===== config.mk =====
export PLATFORM = sky130hd
export DESIGN_NAME = serial_add_ctrl
export DESIGN_NICKNAME = d
export VERILOG_FILES = /design/src/rtl/serial_add_ctrl.sv
export SDC_FILE = /design/constraint.sdc
export NUM_CORES = 1
export LEC_CHECK = 0
export BUFFER_PORTS_ARGS = -buffer_cell sky130_fd_sc_hd__buf_2
export CORE_MARGIN = 3
export CORE_UTILIZATION = 53
export CTS_CLUSTER_DIAMETER = 100
export CTS_CLUSTER_SIZE = 12
export DETAILED_ROUTE_END_ITERATION = 8
export GPL_ROUTABILITY_DRIVEN = 0
export HOLD_SLACK_MARGIN = 0.1
export PLACE_DENSITY_LB_ADDON = 0.25
export SETUP_SLACK_MARGIN = 0.05
export SYNTH_ARGS = -nofsm -noshare
export SYNTH_HDL_FRONTEND = slang
export SYNTH_SLANG_ARGS = --single-unit

===== constraint.sdc =====
create_clock -name clk -period 1.6 [get_ports clk]
set_input_delay 0.08 -clock clk [delete_from_list [all_inputs] [get_ports clk]]
set_output_delay 0.08 -clock clk [all_outputs]
set_load 0.005 [all_outputs]

===== src/rtl/serial_add_ctrl.sv =====
// Bit-serial adder sequencer: time-shares one external full_adder cell over WIDTH bits, LSB first.
// Optional signed-overflow output is enabled by defining SERIAL_ADD_OVF_EN.
module serial_add_ctrl #(
  parameter int WIDTH = 8
) (
  input  logic             clk,
  input  logic             rst_n,
  input  logic             start,
  input  logic [WIDTH-1:0] a,
  input  logic [WIDTH-1:0] b,
  input  logic             cin,
  output logic             busy,
  output logic             done,
  output logic [WIDTH-1:0] sum,
  output logic             cout,
`ifdef SERIAL_ADD_OVF_EN
  output logic             ovf,
`endif
  output logic             fa_a,
  output logic             fa_b,
  output logic             fa_cin,
  input  logic             fa_s,
  input  logic             fa_cout
);

  localparam int CW = $clog2(WIDTH);

  typedef enum logic [1:0] {
    IDLE = 2'd0,
    RUN  = 2'd1,
    DONE = 2'd2
  } state_t;

  state_t           state_r;
  // Bit 0 of each operand goes straight into fa_a/fa_b, so only the upper bits are kept here.
  logic [WIDTH-2:0] a_sh_r;
  logic [WIDTH-2:0] b_sh_r;
  logic [WIDTH-2:0] sum_sh_r;
  logic [CW-1:0]    cnt_r;
  logic [WIDTH-1:0] sum_nxt_s;
  logic             last_s;

  assign sum_nxt_s = {fa_s, sum_sh_r};
  assign last_s    = (cnt_r == CW'(WIDTH - 1));

  // Sequencer FSM; fa_cin doubles as the running carry flop and every output is registered.
  always_ff @(posedge clk or negedge rst_n) begin
    if (!rst_n) begin
      state_r  <= IDLE;
      a_sh_r   <= {(WIDTH-1){1'b0}};
      b_sh_r   <= {(WIDTH-1){1'b0}};
      sum_sh_r <= {(WIDTH-1){1'b0}};
      cnt_r    <= {CW{1'b0}};
      busy     <= 1'b0;
      done     <= 1'b0;
      sum      <= {WIDTH{1'b0}};
      cout     <= 1'b0;
`ifdef SERIAL_ADD_OVF_EN
      ovf      <= 1'b0;
`endif
      fa_a     <= 1'b0;
      fa_b     <= 1'b0;
      fa_cin   <= 1'b0;
    end else begin
      case (state_r)
        IDLE, DONE: begin
          done <= 1'b0;
          if (start) begin
            state_r  <= RUN;
            busy     <= 1'b1;
            a_sh_r   <= a[WIDTH-1:1];
            b_sh_r   <= b[WIDTH-1:1];
            sum_sh_r <= {(WIDTH-1){1'b0}};
            cnt_r    <= {CW{1'b0}};
            fa_a     <= a[0];
            fa_b     <= b[0];
            fa_cin   <= cin;
          end else begin
            state_r  <= IDLE;
          end
        end
        RUN: begin
          cnt_r    <= cnt_r + CW'(1);
          sum_sh_r <= sum_nxt_s[WIDTH-1:1];
          a_sh_r   <= a_sh_r >> 1'b1;
          b_sh_r   <= b_sh_r >> 1'b1;
          fa_a     <= a_sh_r[0];
          fa_b     <= b_sh_r[0];
          fa_cin   <= fa_cout;
          if (last_s) begin
            state_r <= DONE;
            busy    <= 1'b0;
            done    <= 1'b1;
            sum     <= sum_nxt_s;
            cout    <= fa_cout;
`ifdef SERIAL_ADD_OVF_EN
            // fa_cin still holds the carry into the MSB on this edge.
            ovf     <= fa_cin ^ fa_cout;
`endif
            fa_a    <= 1'b0;
            fa_b    <= 1'b0;
            fa_cin  <= 1'b0;
          end
        end
        default: begin
          state_r <= IDLE;
          busy    <= 1'b0;
          done    <= 1'b0;
          fa_a    <= 1'b0;
          fa_b    <= 1'b0;
          fa_cin  <= 1'b0;
        end
      endcase
    end
  end

endmodule


==> flow_metrics.env, run 1 <==
export IMPL_syn_cell_area_um2=1660
export IMPL_die_w_um=61.9
export IMPL_clk_latency_ps=350
export IMPL_synth_nets=167
export IMPL_ys_top_cells_by_area="dfrtp_1 59%, mux2_4 8.2%, nand2_1 6.6%"
export IMPL_std_cell_rows=19
export IMPL_dp_cells=214
export IMPL_grt_usage_pct=19.5
export IMPL_crit_path_frequent_cell="ha_1"
export IMPL_syn_inst=143
export IMPL_final_setup_tns_ps=0
export IMPL_worst_path_largest_cell_delay_ps=420
export IMPL_clockRootBuffer="clkbuf_4"
export IMPL_nNetsFinal=224
export IMPL_pwr_share_comb_pct=39.7
export IMPL_first_pass_iters=4
export IMPL_intPower_uw=2420
export IMPL_critPathRequiredTime_ps=1830
export IMPL_core_area_um2=2880
export IMPL_yosysMostFrequentCell="dfrtp_1"
export IMPL_cts_tree="yes"
export IMPL_antennaDiodeCount=0
export IMPL_clkSinkCount=39
export IMPL_synth_async_sr_flop_share_pct=100
export IMPL_overflow=0
export IMPL_antenna_found_initial=0
export IMPL_drive_gt1_share_pct=29.0
export IMPL_clk_pin_slew_ps=110
export IMPL_sw_frac_of_total_pct=34.9
export IMPL_hold_violations=0
export IMPL_grt_pass1_vias=1221
export IMPL_synth_area_leader_cell="dfrtp_1"
export IMPL_wl_per_cell_um=13.2
export IMPL_syn_avg_cell_area_um2=11.6
export IMPL_die_y_um=61.9
export IMPL_slowest_stage="dfrtp_1"
export IMPL_fill_cells=200
export IMPL_power_switching_uw=1290
export IMPL_hold_path_class="in2async"
export IMPL_syn_to_final_growth_pct=27.6
export IMPL_leakage_uw=0.00106
export IMPL_design_area_um2=2120
export IMPL_htree_levels=2
export IMPL_io_buffers=35
export IMPL_worstSetupEndpointType="register"
export IMPL_via_per_inst=5.21
export IMPL_wirelength_mm=3.19
export IMPL_startpoint_type="register"
export IMPL_synth_edff_count=0
export IMPL_powerDensity_nw_per_um2=1750
export IMPL_clockBufferDepth=2
export IMPL_rsz0062_at_grt="no"
export IMPL_power_frac_seq_pct=46.5
export IMPL_synth_flop_cell="dfrtp_1"
export IMPL_power_uw=3710
export IMPL_setup_viol_count_final=0
export IMPL_cp_arrival_ps=1720
export IMPL_relSlewSlack_pct=68.8
export IMPL_route_vias_total=1262
export IMPL_status="completed"
export IMPL_initialDrtViolationCount=57
export IMPL_worstMarginPinSlew_ps=469
export IMPL_drc=0
export IMPL_synthTopCellsByCount="39 x dfrtp_1, 29 x nand2_1, 15 x nor2_1, 12 x a31oi_1"
export IMPL_crit_chain="ha_1, ha_1, nand2_4, mux2_4"
export IMPL_synth_seq_cells=39
export IMPL_synth_cell_types=22
export IMPL_finalCritPeriodShare_pct=92.8
export IMPL_finalMaxSlewViolations=0
export IMPL_synth_warnings=0
export IMPL_skew_ps=9.53
export IMPL_io_pins=36
export IMPL_stdcell_count=242
export IMPL_crit_type="reg2reg"
export IMPL_fin_crit_ps=1480
export IMPL_yosys_area_top_type_share_pct=58.9
export IMPL_drv_cap=0
export IMPL_dp_final_hpwl_mm=1.98
export IMPL_grt_first_pass_wirelength_mm=5.29
export IMPL_dpl_cell_area_um2=1850
export IMPL_vdd_drop_max_mv=0.893
export IMPL_antenna_left=0
export IMPL_die_area_um2=3840
export IMPL_fmax_ghz=0.674
export IMPL_start_util_pct=57.6
export IMPL_cts_buffers=5
export IMPL_cp_max_fo=10
export IMPL_ys_seq_area_share_pct=58.9
export IMPL_grt_max_degree=40
export IMPL_clockPowerShare_pct=13.8
==> kinds of logic (layout without fill, tap and decap cells) <==
| kind of cell | Yosys count | after routing | share of synthesized area (%) |
|---|---|---|---|
| flip-flops | 39 | 39 | 58.9 |
| buffers and inverters | 10 | 67 | 3.92 |
| AO/OA/AOI/OAI | 29 | 29 | 12.4 |
| multiplexers | 12 | 12 | 9.96 |
| AND/OR/NAND/NOR | 51 | 51 | 13.4 |
| adder cells (fa/ha/maj) | 2 | 2 | 1.51 |
==> cells in the final DEF, fill, tap and decap left out, types with 3 or more instances in the layout <==
master	n
a22o_1	9
a31oi_1	12
buf_2	35
buf_4	3
clkbuf_4	5
dfrtp_1	39
dlygate4sd3_1	21
mux2_4	9
mux2i_1	3
nand2_1	29
nor2_1	15
o2bb2ai_1	3
==> metrics by stage <==
step / setup slack [ps] / hold WS, ps / util (%)
after floorplan: 214 / -216 / -
after global placement: 173 / 150 / 64.2
after detailed placement: 133 / 156 / 64.2
after CTS: 114 / 293 / 73.5
after global routing: 94.6 / 346 / 73.6
final: 116 / 290 / 73.6
==> sequential cells by signal, indices dropped and copies added (netlist names), 3 cells and up <==
signal,count
sum_sh_r,7
b_sh_r,7
sum,8
a_sh_r,7
cnt_r,3
==> what timing repair did <==
action | CTS | global route
endpoints found under the hold margin | 60 | 0
setup buffers | 0 | 0
hold buffers | 21 | 0
setup endpoints to repair | 0 | 2
gates resized for setup | 0 | 1
==> critical path, delay by kind of cell (launching register included) <==
| family | cells | cell delay [ps] |
|---|---|---|
| AND/OR/NAND/NOR | 1 | 190 |
| adder cells (fa/ha/maj) | 2 | 440 |
| multiplexers | 1 | 320 |
| flip-flops | 1 | 420 |
==> per-layer routing <==
layer  track usage [%]  wire (um)
met3              6.40        186
met2              33.3       1580
met1              22.4       1360
met4              8.18         63
met5                 0          0
==> power by group through the flow <==
| stage | Combinational (uW) | Clock, uW | Sequential (uW) |
|---|---|---|---|
| finish | 1470 | 514 | 1730 |
| global route | 1660 | 571 | 1790 |
| CTS | 1490 | 536 | 1720 |
| detailed placement | 1450 | 0 | 1740 |
| global placement | 1390 | 0 | 1720 |
| floorplan | 1090 | 0 | 1700 |
==> final cells by class <==
class,count,area [um^2],share of cell area [%]
Clock buffer,6,51.3,2.42
Clock inverter,1,5.00,0.237
Inverter,1,3.75,0.177
Sequential cell,39,976,46.1
Tap cell,42,52.6,2.48
Multi-Input combinational cell,94,619,29.3
Timing Repair Buffer,59,408,19.3
==> worst paths after layout <==
path | from | endpoint | slack [ps] | cells after the start
max reg2reg | cnt_r[0] | sum[5] | 120 | 4
min reg2reg | cnt_r[0] | cnt_r[0] | 500 | 1
min | rst_n | fa_cin | 290 | 3
max | cnt_r[0] | sum[5] | 120 | 4
max in group asynchronous | rst_n | sum[3] | 970 | 3
min in group clk | cnt_r[0] | cnt_r[0] | 500 | 1
Note: power is estimated with default switching activity, not from simulation.
==> run 2, diff against run 1 <==
RECOVER_POWER = 25   (was not set)
==> run 2 against run 1 <==
Power barely moved. Die area is the same. Fmax unchanged. Combinational power hardly changed. Global-route usage is the same. Sequential cell count unchanged.
==> flow_metrics.env, run 2 (synthesis results as in run 1) <==
export IMPL_status="completed"
export IMPL_met2_usage_pct=33.3
export IMPL_power_frac_seq_pct=46.5
export IMPL_antenna_left=0
export IMPL_drc=0
export IMPL_r2r_end="sum[5]"
export IMPL_io_buffers=35
export IMPL_vdd_drop_max_mv=0.893
export IMPL_grt_use_met1_pct=22.4
export IMPL_start_util_pct=57.6
export IMPL_clk_pin_slew_ps=110
export IMPL_setup_viol_count_final=0
export IMPL_crit_type="reg2reg"
export IMPL_wirelength_mm=3.19
export IMPL_syn_to_final_growth_pct=27.5
export IMPL_first_pass_iters=4
export IMPL_cp_max_fo=10
export IMPL_route_vias_total=1262
export IMPL_powerDensity_nw_per_um2=1760
export IMPL_final_cell_mix="39 x dfrtp_1, 35 x buf_2, 29 x nand2_1, 21 x dlygate4sd3_1, 15 x nor2_1"
export IMPL_clockPowerShare_pct=13.8
export IMPL_core_area_um2=2880
export IMPL_io_pins=36
export IMPL_antenna_found_initial=0
export IMPL_grt_usage_pct=19.5
export IMPL_clk_latency_ps=350
export IMPL_finalMaxSlewViolations=0
export IMPL_drv_cap=0
export IMPL_grt_pass1_vias=1221
export IMPL_fmax_ghz=0.674
export IMPL_hold_path_class="in2async"
export IMPL_die_w_um=61.9
export IMPL_intPower_uw=2420
export IMPL_via_per_inst=5.21
export IMPL_overflow=0
export IMPL_worstSetupEndpointType="register"
export IMPL_cts_tree="yes"
export IMPL_skew_ps=9.53
export IMPL_wl_per_cell_um=13.2
export IMPL_reg2regPathDepth=4
export IMPL_clockRootBuffer="clkbuf_4"
export IMPL_hold_violations=0
export IMPL_clkSinkCount=39
export IMPL_startpoint_type="register"
export IMPL_power_switching_uw=1290
export IMPL_relSlewSlack_pct=39.5
export IMPL_startpoint="cnt_r[0]"
export IMPL_mostFrequentLayoutCell="dfrtp_1"
export IMPL_pwr_share_comb_pct=39.7
export IMPL_busiest_layer="met2"
export IMPL_critPathRequiredTime_ps=1830
export IMPL_final_setup_tns_ps=0
export IMPL_dp_final_hpwl_mm=1.98
export IMPL_fin_crit_ps=1480
export IMPL_grt_max_degree=40
export IMPL_finalCritPeriodShare_pct=92.8
export IMPL_nNetsFinal=224
export IMPL_grt_first_pass_wirelength_mm=5.29
export IMPL_fill_cells=201
export IMPL_dpl_cell_area_um2=1850
export IMPL_die_area_um2=3840
export IMPL_htree_levels=2
export IMPL_clockBufferDepth=2
export IMPL_die_y_um=61.9
export IMPL_sw_frac_of_total_pct=34.9
export IMPL_worstMarginPinSlew_ps=907
export IMPL_cts_buffers=5
export IMPL_r2r_start="cnt_r[0]"
export IMPL_rsz0062_at_grt="no"
export IMPL_endpoint="sum[5]"
export IMPL_cp_arrival_ps=1720
export IMPL_std_cell_rows=19
export IMPL_post_cts_setup_buffers=0
export IMPL_r2r_slack_ps=120
export IMPL_leakage_uw=0.00106
export IMPL_use_met3_pct=6.40
export IMPL_top_register="sum"
export IMPL_design_area_um2=2110
export IMPL_drive_gt1_share_pct=29.0
export IMPL_initialDrtViolationCount=57
export IMPL_antennaDiodeCount=0
export IMPL_largest_reg_flops=8
## run 2: cell type report
type | count | area [um^2] | area share [%]
Inverter | 1 | 3.75 | 0.178
Clock inverter | 1 | 5.00 | 0.237
Tap cell | 42 | 52.6 | 2.49
Timing Repair Buffer | 59 | 405 | 19.2
Clock buffer | 6 | 51.3 | 2.43
Sequential cell | 39 | 976 | 46.2
Multi-Input combinational cell | 94 | 619 | 29.3
## run 2: power groups by stage
| stage | Sequential (uW) | Clock (uW) | Combinational [uW] |
|---|---|---|---|
| finish | 1730 | 514 | 1470 |
| global route | 1790 | 571 | 1660 |
| CTS | 1720 | 536 | 1490 |
| detailed placement | 1740 | 0 | 1450 |
| global placement | 1720 | 0 | 1390 |
| floorplan | 1700 | 0 | 1090 |
## run 2: how the worst min path moves through the flow
stage	from	to	cells past startpoint
finish	rst_n	fa_cin	3
global route	cnt_r[0]	cnt_r[0]	1
CTS	rst_n	fa_cin	3
detailed placement	rst_n	fa_cin	2
global placement	rst_n	sum[0]	2
floorplan	rst_n	a_sh_r[0]	0
## run 2: layer usage
metal  wire (um)  vias up
met5           0        -
met4          63        0
met3         186        8
met2        1580       42
met1        1360      609
li1            -      603
## run 2: what timing repair did
action	CTS	global route
hold buffers	21	0
endpoints found under the setup margin	0	2
resized for setup	0	1
hold endpoints to repair	60	0
## run 2: per-stage QoR
stage	instances	worst slack (ps)	utilization [%]	hold slack, ps	power (uW)
after floorplan	143	214	-	-216	2790
after global placement	214	173	64.2	150	3110
after detailed placement	214	133	64.2	156	3190
after CTS	242	114	73.5	293	3750
after global routing	242	94.6	73.5	517	4020
final	242	116	73.5	461	3710
## run 2: worst max-delay path: stages (launching register included)
cell     delay, ps
dfrtp_1        420
ha_1           200
ha_1           240
nand2_4        190
mux2_4         320
==> run 3, diff against run 2 <==
PLACE_DENSITY = 0.78   (was not set)
PLACE_DENSITY_LB_ADDON = not set   (was 0.25)
==> run 3 against run 2 <==
Sequential power barely moved. Critical path depth stayed put. Core utilization rose by 0.13 points. Hold slack gained 17 ps. Clock-buffer cell count up 1. Clock skew down 0.75 ps. Critical path type unchanged. Routed wire length unchanged. Global-route usage down 0.37 points. Critical endpoint is now sum[0].
==> flow_metrics.env, run 3 (synthesis results as in run 1) <==
export IMPL_status="completed"
export IMPL_sw_frac_of_total_pct=35.1
export IMPL_htree_levels=2
export IMPL_die_y_um=61.9
export IMPL_initialDrtViolationCount=34
export IMPL_nNetsFinal=224
export IMPL_io_buffers=35
export IMPL_route_vias_total=1249
export IMPL_overflow=0
export IMPL_fill_cells=189
export IMPL_critPathRequiredTime_ps=1830
export IMPL_grt_usage_pct=19.1
export IMPL_clkSinkCount=39
export IMPL_cts_buffers=5
export IMPL_final_setup_tns_ps=0
export IMPL_cp_arrival_ps=1740
export IMPL_finalMaxSlewViolations=0
export IMPL_slowest_stage="dfrtp_1"
export IMPL_relSlewSlack_pct=38.4
export IMPL_wirelength_mm=3.19
export IMPL_dp_final_hpwl_mm=2.07
export IMPL_r2r_start="cnt_r[0]"
export IMPL_hold_path_class="in2async"
export IMPL_die_w_um=61.9
export IMPL_r2r_slack_ps=90
export IMPL_clk_pin_slew_ps=110
export IMPL_met2_length_mm=1.46
export IMPL_grt_pass1_vias=1241
export IMPL_layout_area_seq_um2=976
export IMPL_vdd_drop_max_mv=0.913
export IMPL_cp_max_fo=10
export IMPL_startpoint_type="register"
export IMPL_preCtsSetupSlack_ps=112
export IMPL_largest_reg_flops=8
export IMPL_die_area_um2=3840
export IMPL_power_switching_uw=1310
export IMPL_start_util_pct=57.6
export IMPL_clockBufferDepth=2
export IMPL_clockPowerShare_pct=12.7
export IMPL_worstMarginPinSlew_ps=925
export IMPL_antenna_found_initial=0
export IMPL_top_register="sum"
export IMPL_powerDensity_nw_per_um2=1760
export IMPL_crit_type="reg2reg"
export IMPL_drv_cap=0
export IMPL_std_cell_rows=19
export IMPL_worst_path_largest_cell_delay_ps=420
export IMPL_top_layer_used="met4"
export IMPL_first_pass_iters=4
export IMPL_crit_chain="ha_1, ha_1, nand2_4, mux2_4"
export IMPL_hold_violations=0
export IMPL_reg2regPathDepth=4
export IMPL_syn_to_final_growth_pct=27.7
export IMPL_antenna_left=0
export IMPL_multiInputGateArea_um2=617
export IMPL_clockRootBuffer="clkbuf_4"
export IMPL_leakage_uw=0.00105
export IMPL_drc=0
export IMPL_crit_path_frequent_cell="ha_1"
export IMPL_cts_tree="yes"
export IMPL_clk_latency_ps=340
export IMPL_m1WireLength_mm=1.47
export IMPL_wl_met3_um=159
export IMPL_wl_per_cell_um=13.1
export IMPL_grt_max_degree=40
export IMPL_grt_first_pass_wirelength_mm=5.21
export IMPL_skew_ps=8.78
export IMPL_intPower_uw=2420
export IMPL_io_pins=36
export IMPL_setup_viol_count_final=0
export IMPL_drive_gt1_share_pct=27.9
export IMPL_final_cell_mix="39 x dfrtp_1, 35 x buf_2, 29 x nand2_1, 21 x dlygate4sd3_1, 15 x nor2_1"
export IMPL_core_area_um2=2880
export IMPL_setup_ws_ps=92.7
export IMPL_via_per_inst=5.14
export IMPL_post_cts_resized=0
export IMPL_power_frac_seq_pct=46.4
export IMPL_pwr_share_comb_pct=40.9
export IMPL_r2r_end="sum[0]"
export IMPL_antennaDiodeCount=0
export IMPL_worstSetupEndpointType="register"
export IMPL_fmax_ghz=0.663
export IMPL_rsz0062_at_grt="no"
export IMPL_mostFrequentLayoutCell="dfrtp_1"
export IMPL_finalCritPeriodShare_pct=94.2
export IMPL_fin_crit_ps=1510
==> run 3: cell count changes in the layout (fill, tap and decap cells not counted) <==
cell,before,now
clkbuf_1,0,2
buf_12,0,1
buf_4,2,1
clkbuf_8,1,0
nand2b_1,1,2
nand2b_2,1,0
==> run 3: critical path, delay by kind of cell (launching register included) <==
kind / cells / cell delay (ps)
multiplexers: 1 / 320
adder cells (fa/ha/maj): 2 / 470
flip-flops: 1 / 420
AND/OR/NAND/NOR: 1 / 200
==> run 3: area by class of cell <==
type | count | area share [%]
inverters | 1 | 0.177
repair buffers | 59 | 19.7
flip-flops and latches | 39 | 46.1
clock inverters | 1 | 0.236
clock buffers | 7 | 2.13
well taps | 42 | 2.48
multi-input cells | 94 | 29.1
==> run 3: power by group through the flow <==
stage	Clock (uW)	Sequential, uW	Combinational (uW)
final	473	1730	1520
after global routing	527	1790	1710
after CTS	481	1730	1550
after detailed placement	0	1740	1500
after global placement	0	1720	1440
after floorplan	0	1700	1090
==> run 3: repair_timing <==
action	4_1_cts	5_1_grt
hold buffers	21	0
setup buffers	0	0
endpoints found under the hold margin	60	0
==> run 3: worst max path at each step <==
| stage | slack (ps) | end | start |
|---|---|---|---|
| finish | 90 | sum[0] | cnt_r[0] |
| global route | 50 | sum[7] | cnt_r[0] |
| CTS | 90 | sum[0] | cnt_r[0] |
| detailed placement | 110 | sum[5] | cnt_r[0] |
| global placement | 170 | sum[3] | cnt_r[0] |
| floorplan | 210 | cout | cnt_r[0] |
==> run 3: metrics by stage <==
| stage | total power, uW | hold slack, ps | std cells | area [um^2] | utilization [%] |
|---|---|---|---|---|---|
| finish | 3730 | 478 | 243 | 2120 | 73.6 |
| global route | 4030 | 514 | 243 | 2120 | 73.6 |
| CTS | 3760 | 311 | 243 | 2120 | 73.7 |
| detailed placement | 3240 | 157 | 214 | 1860 | 64.6 |
| global placement | 3160 | 150 | 214 | 1860 | 64.6 |
| floorplan | 2790 | -216 | 143 | 1660 | - |
==> run 3: layer usage <==
metal / up-vias / track usage [%]
met4: 0 / 12.7
met2: 36 / 30.0
li1: 610 / -
met3: 12 / 4.96
met1: 591 / 23.2
met5: - / 0
